File: config.mk
export PLATFORM = sky130hd
export DESIGN_NAME = pb_conditioner
export DESIGN_NICKNAME = d
export VERILOG_FILES = /design/src/rtl/pb_conditioner.sv
export SDC_FILE = /design/constraint.sdc
export NUM_CORES = 1
export LEC_CHECK = 0
export ABC_AREA = 0
export BUFFER_PORTS_ARGS = -buffer_cell sky130_fd_sc_hd__buf_2
export CAP_MARGIN = 15
export CORE_ASPECT_RATIO = 0.8
export CORE_MARGIN = 2
export CORE_UTILIZATION = 60
export DETAILED_ROUTE_END_ITERATION = 10
export PLACE_DENSITY = 0.77
export SKIP_CTS_REPAIR_TIMING = 1
export SLEW_MARGIN = 20
export SYNTH_ARGS = -nofsm -noshare
export SYNTH_HDL_FRONTEND = slang
export SYNTH_SLANG_ARGS = --single-unit
File: constraint.sdc
create_clock -name CLK_50 -period 6.46 [get_ports CLK_50]
set_clock_uncertainty 0.1 [all_clocks]
set_input_delay 0.323 -clock CLK_50 [delete_from_list [all_inputs] [get_ports CLK_50]]
set_output_delay 0.323 -clock CLK_50 [all_outputs]
set_load 0.1 [all_outputs]
File: src/rtl/pb_conditioner.sv
// Pushbutton conditioner: per-channel 2-flop synchroniser, counter debounce,
// registered press level, one-cycle press pulse and optional hold-to-repeat.

module pb_channel #(
  parameter int CNT_W           = 8,
  parameter int ACTIVE_LOW_IN   = 1,
  parameter int DEBOUNCE_CYCLES = 8,
  parameter int REPEAT_DELAY    = 20,
  parameter int REPEAT_PERIOD   = 5,
  parameter bit REPEAT_EN       = 1'b0
) (
  input  logic gclk,
  input  logic grst_n,
  input  logic pb_raw,
  output logic level,
  output logic pulse
);
  // Raw pin level that means "not pressed"; the sync chain resets to it.
  localparam logic IDLE_LVL = (ACTIVE_LOW_IN != 0) ? 1'b1 : 1'b0;
  localparam logic [CNT_W-1:0] DB_LAST = CNT_W'(DEBOUNCE_CYCLES - 1);
  localparam logic [CNT_W-1:0] RD_LAST = CNT_W'(REPEAT_DELAY - 1);
  localparam logic [CNT_W-1:0] RP_LAST = CNT_W'(REPEAT_PERIOD - 1);

  typedef enum logic [2:0] {
    IDLE, PRESS_DB, HELD, REPEAT, RELEASE_DB
  } state_t;

  state_t           state, state_nxt;
  logic [1:0]       sync_q;
  logic             p;
  logic [CNT_W-1:0] cnt, cnt_nxt;
  logic             level_nxt, pulse_nxt;

  always_ff @(posedge gclk or negedge grst_n) begin
    if (!grst_n) sync_q <= {2{IDLE_LVL}};
    else         sync_q <= {sync_q[0], pb_raw};
  end

  assign p = sync_q[1] ^ IDLE_LVL;

  always_ff @(posedge gclk or negedge grst_n) begin
    if (!grst_n) begin
      state <= IDLE;
      cnt   <= '0;
      level <= 1'b0;
      pulse <= 1'b0;
    end else begin
      state <= state_nxt;
      cnt   <= cnt_nxt;
      level <= level_nxt;
      pulse <= pulse_nxt;
    end
  end

  // Every state change clears the counter, so each state times from its own entry.
  always_comb begin
    state_nxt = state;
    cnt_nxt   = cnt + CNT_W'(1);
    level_nxt = level;
    pulse_nxt = 1'b0;
    unique case (state)
      IDLE: begin
        cnt_nxt = '0;
        if (p) state_nxt = PRESS_DB;
      end
      PRESS_DB: begin
        if (!p) begin
          state_nxt = IDLE;
          cnt_nxt   = '0;
        end else if (cnt == DB_LAST) begin
          state_nxt = HELD;
          cnt_nxt   = '0;
          level_nxt = 1'b1;
          pulse_nxt = 1'b1;
        end
      end
      HELD: begin
        if (!p) begin
          state_nxt = RELEASE_DB;
          cnt_nxt   = '0;
        end else if (!REPEAT_EN) begin
          cnt_nxt = cnt;
        end else if (cnt == RD_LAST) begin
          state_nxt = REPEAT;
          cnt_nxt   = '0;
          pulse_nxt = 1'b1;
        end
      end
      REPEAT: begin
        if (!p) begin
          state_nxt = RELEASE_DB;
          cnt_nxt   = '0;
        end else if (cnt == RP_LAST) begin
          cnt_nxt   = '0;
          pulse_nxt = 1'b1;
        end
      end
      RELEASE_DB: begin
        // A bounce back to pressed resumes HELD silently; the repeat timer restarts.
        if (p) begin
          state_nxt = HELD;
          cnt_nxt   = '0;
        end else if (cnt == DB_LAST) begin
          state_nxt = IDLE;
          cnt_nxt   = '0;
          level_nxt = 1'b0;
        end
      end
      default: begin
        state_nxt = IDLE;
        cnt_nxt   = '0;
      end
    endcase
  end
endmodule

module pb_conditioner #(
  parameter int              N_PB            = 4,
  parameter int              ACTIVE_LOW_IN   = 1,
  parameter int              DEBOUNCE_CYCLES = 1_000_000,
  parameter int              REPEAT_DELAY    = 25_000_000,
  parameter int              REPEAT_PERIOD   = 5_000_000,
  parameter logic [N_PB-1:0] REPEAT_MASK     = '0
) (
  input  logic            CLK_50,
  input  logic            reset,
  input  logic [N_PB-1:0] pb_in,
  output logic [N_PB-1:0] pb_level,
  output logic [N_PB-1:0] pb_pulse
);
  localparam int MAX_DR  = (DEBOUNCE_CYCLES > REPEAT_DELAY) ? DEBOUNCE_CYCLES : REPEAT_DELAY;
  localparam int CNT_MAX = (MAX_DR > REPEAT_PERIOD) ? MAX_DR : REPEAT_PERIOD;
  localparam int CNT_W   = (CNT_MAX > 2) ? $clog2(CNT_MAX) : 1;

  for (genvar i = 0; i < N_PB; i++) begin : g_ch
    pb_channel #(
      .CNT_W          (CNT_W),
      .ACTIVE_LOW_IN  (ACTIVE_LOW_IN),
      .DEBOUNCE_CYCLES(DEBOUNCE_CYCLES),
      .REPEAT_DELAY   (REPEAT_DELAY),
      .REPEAT_PERIOD  (REPEAT_PERIOD),
      .REPEAT_EN      (REPEAT_MASK[i])
    ) u_ch (
      .gclk  (CLK_50),
      .grst_n(reset),
      .pb_raw(pb_in[i]),
      .level (pb_level[i]),
      .pulse (pb_pulse[i])
    );
  end
endmodule

==> flow_summary.ini <==
[hold_path]
hold_start = g_ch[1].u_ch.sync_q[0]
hold_path_class = flop to flop
whs_path_depth = 0
holdPathEnd = g_ch[1].u_ch.sync_q[1]

[finish]
antenna_cells = 0
synthToLayoutAreaGrowth_pct = 10.9
finish.utilization_pct = 67.5
final_cell_mix = dfrtp_1, nor2_1, nand2_1
drive_gt1_share_pct = 9.25
layout_commonest_cell = dfrtp_1
fin_nets = 786

[logic_synthesis]
yosys.area_share.simple_pct = 28.5
synth_seq_cells = 128
yosysUniqueCellTypes = 65
synthXorXnorAreaFrac_pct = 5.41
ys_seq_area_share_pct = 46.1
synth_top_family_by_area = simple AND/OR/NAND/NOR gates
async_flop_share_pct = 100
synth_enable_flop_cells = 0
synth_warnings = 0
syn_inst = 772
synthAdderAreaFrac_pct = 0.719
syn_nets = 782
synthMuxAreaShare_pct = 0.575
ys.flop_type = dfrtp_1
syn_area_per_cell_um2 = 9.02
synth_compound_area_share_pct = 13.8
syn_area_um2 = 6960

[setup_path]
rrSetupSlack_ns = 3.57
cp-start-kind = flop
worstRegToRegCells = 7
timing.rr.start = g_ch[1].u_ch.cnt[0]
critPathRequiredTime_ns = 6.67
path_class = flop to flop
cp_data_arrival_time_ns = 3.10
rr_endpoint = g_ch[1].u_ch.cnt[3]
path_max_fanout = 21
end_kind = flop

[floorplan]
ios = 14
die_area_um2 = 12500
die_x_um = 124
rows = 35
fp.coreArea_um2 = 11400
die_y_um = 100
start_util_pct = 60.9

[global_routing]
first_global_vias = 5674
gr-total-overflow = 0
grt_pass1_wl_um = 26400
antenna_found_initial = 0
grt_start_max_net_pins = 76
grt_usage_pct = 25.7

[sta]
finalCritPeriodShare_pct = 44.8
maxSlewViolCount = 0
setup_tns_ns = 0
finalHoldViolations = 0
setup_viol = 0
tightest_slew_ns = 0.916
maxSlewHeadroom_pct = 38.9
rsz0062_at_grt = no
finalCriticalPeriod_ns = 2.89
timing.fmax_ghz = 0.346

[detailed_routing]
vias_per_cell = 6.21
avgRoutedWirePerCell_um = 16.3
ant_nets = 0
drt-total-wl_um = 15300
firstDrtPassIters = 5
route.detailed.drc = 0
initialDrtViolationCount = 602
via_count = 5817

[clock_network]
cts-root-buf = clkbuf_16
cts_sinks = 128
worstSkewPairLatency_ns = 0.42
numCtsBuffers = 17
path_clk_slew_ns = 0.06
cts_tree = done
htreeDepth = 4
clk_path_buf_depth = 2

[place]
place_hpwl_um = 10000
io_buffers = 13
globalplace.congestion = 0.921

[flow_run]
cap_violations = 0

[power]
p_total_uw = 1930
peakVddDrop_mv = 0.203
powerDensity_nw_per_um2 = 250
power.leakage_uw = 0.00312

[run_status]
status = finished, final reports clean
[layer usage]
layer / vias up / global-route usage [%] / routed length, µm
li1: 2791 / - / -
met1: 2864 / 34.2 / 7120
met2: 143 / 41.8 / 7400
met3: 19 / 7.14 / 670
met4: 0 / 7.52 / 126
met5: - / 0 / 0
[cell families after synthesis]
family | Yosys count
adder cells (fa/ha/maj) | 4
AO/OA/AOI/OAI | 152
flip-flops | 128
buffers and inverters | 73
AND/OR/NAND/NOR | 368
multiplexers | 4
XOR/XNOR | 43
[stage by stage]
stage	setup WS, ns	area, µm²	hold slack [ns]	cells
final	3.57	7720	0.258	937
after global routing	3.29	7720	0.262	937
after CTS	3.24	7650	-0.132	931
after detailed placement	3.25	7050	0.251	899
after global placement	3.35	7040	0.247	899
after floorplan	3.95	6960	-0.0726	772
[power breakdown]
part | internal [µW] | switching [µW]
clock | 646 | 346
sequential | 826 | 24.3
combinational | 32.8 | 56.8
[synthesized netlist by cell type (6+ instances only)]
cell	n	area, µm²
xnor2_1	18	158
o21a_1	7	52.6
nand2_1	56	210
a21o_1	11	82.6
and2_1	7	43.8
nor3_1	20	100
or3_1	23	144
inv_1	36	135
nor4_1	15	93.8
o31ai_1	7	52.6
o211ai_1	8	60.1
clkbuf_1	19	71.3
buf_2	6	30.0
nor4b_1	14	123
dfstp_2	8	210
nand3_1	47	235
or4_1	6	45.0
nor2_1	84	315
a21oi_1	42	210
nand4_1	31	194
xor2_1	25	219
and4_1	10	87.6
buf_4	8	60.1
o21ai_0	44	220
and3_1	16	100
dfrtp_1	120	3000
nor2_2	10	62.6
[worst max-delay path by stage]
| stage | from | endpoint | slack [ns] | depth (start not counted) |
|---|---|---|---|---|
| after floorplan | g_ch[0].u_ch.cnt[0] | g_ch[0].u_ch.cnt[7] | 3.95 | 9 |
| final | g_ch[1].u_ch.cnt[0] | g_ch[1].u_ch.cnt[3] | 3.57 | 7 |
| after detailed placement | g_ch[0].u_ch.cnt[0] | g_ch[0].u_ch.cnt[24] | 3.25 | 7 |
| after CTS | g_ch[0].u_ch.cnt[0] | g_ch[0].u_ch.cnt[24] | 3.24 | 7 |
| after global routing | g_ch[3].u_ch.cnt[22] | g_ch[3].u_ch.cnt[24] | 3.29 | 6 |
| after global placement | g_ch[0].u_ch.cnt[0] | g_ch[0].u_ch.cnt[18] | 3.35 | 7 |
[critical path: stages (launching register included)]
cell and delay [ns]:
dfrtp_1 0.40, ha_1 0.25, nand4_1 0.18, or4_1 0.56
o211ai_1 0.26, o21a_1 0.63, o21ai_0 0.19, a21o_1 0.20
[state kept, by name, summed over array words and instances (netlist names)]
signal,flops
g_ch.u_ch.level,4
g_ch.u_ch.pulse,4
g_ch.u_ch.state,12
g_ch.u_ch.sync_q,8
g_ch.u_ch.cnt,100
[cell type report]
cell class,count,area [µm²]
Timing Repair Buffer,22,151
Multi-Input combinational cell,571,3430
Clock inverter,6,105
Fill cell,884,3710
Inverter,36,135
Clock buffer,26,499
Sequential cell,128,3210
Tap cell,148,185
Power figures use the tool's default switching activity.
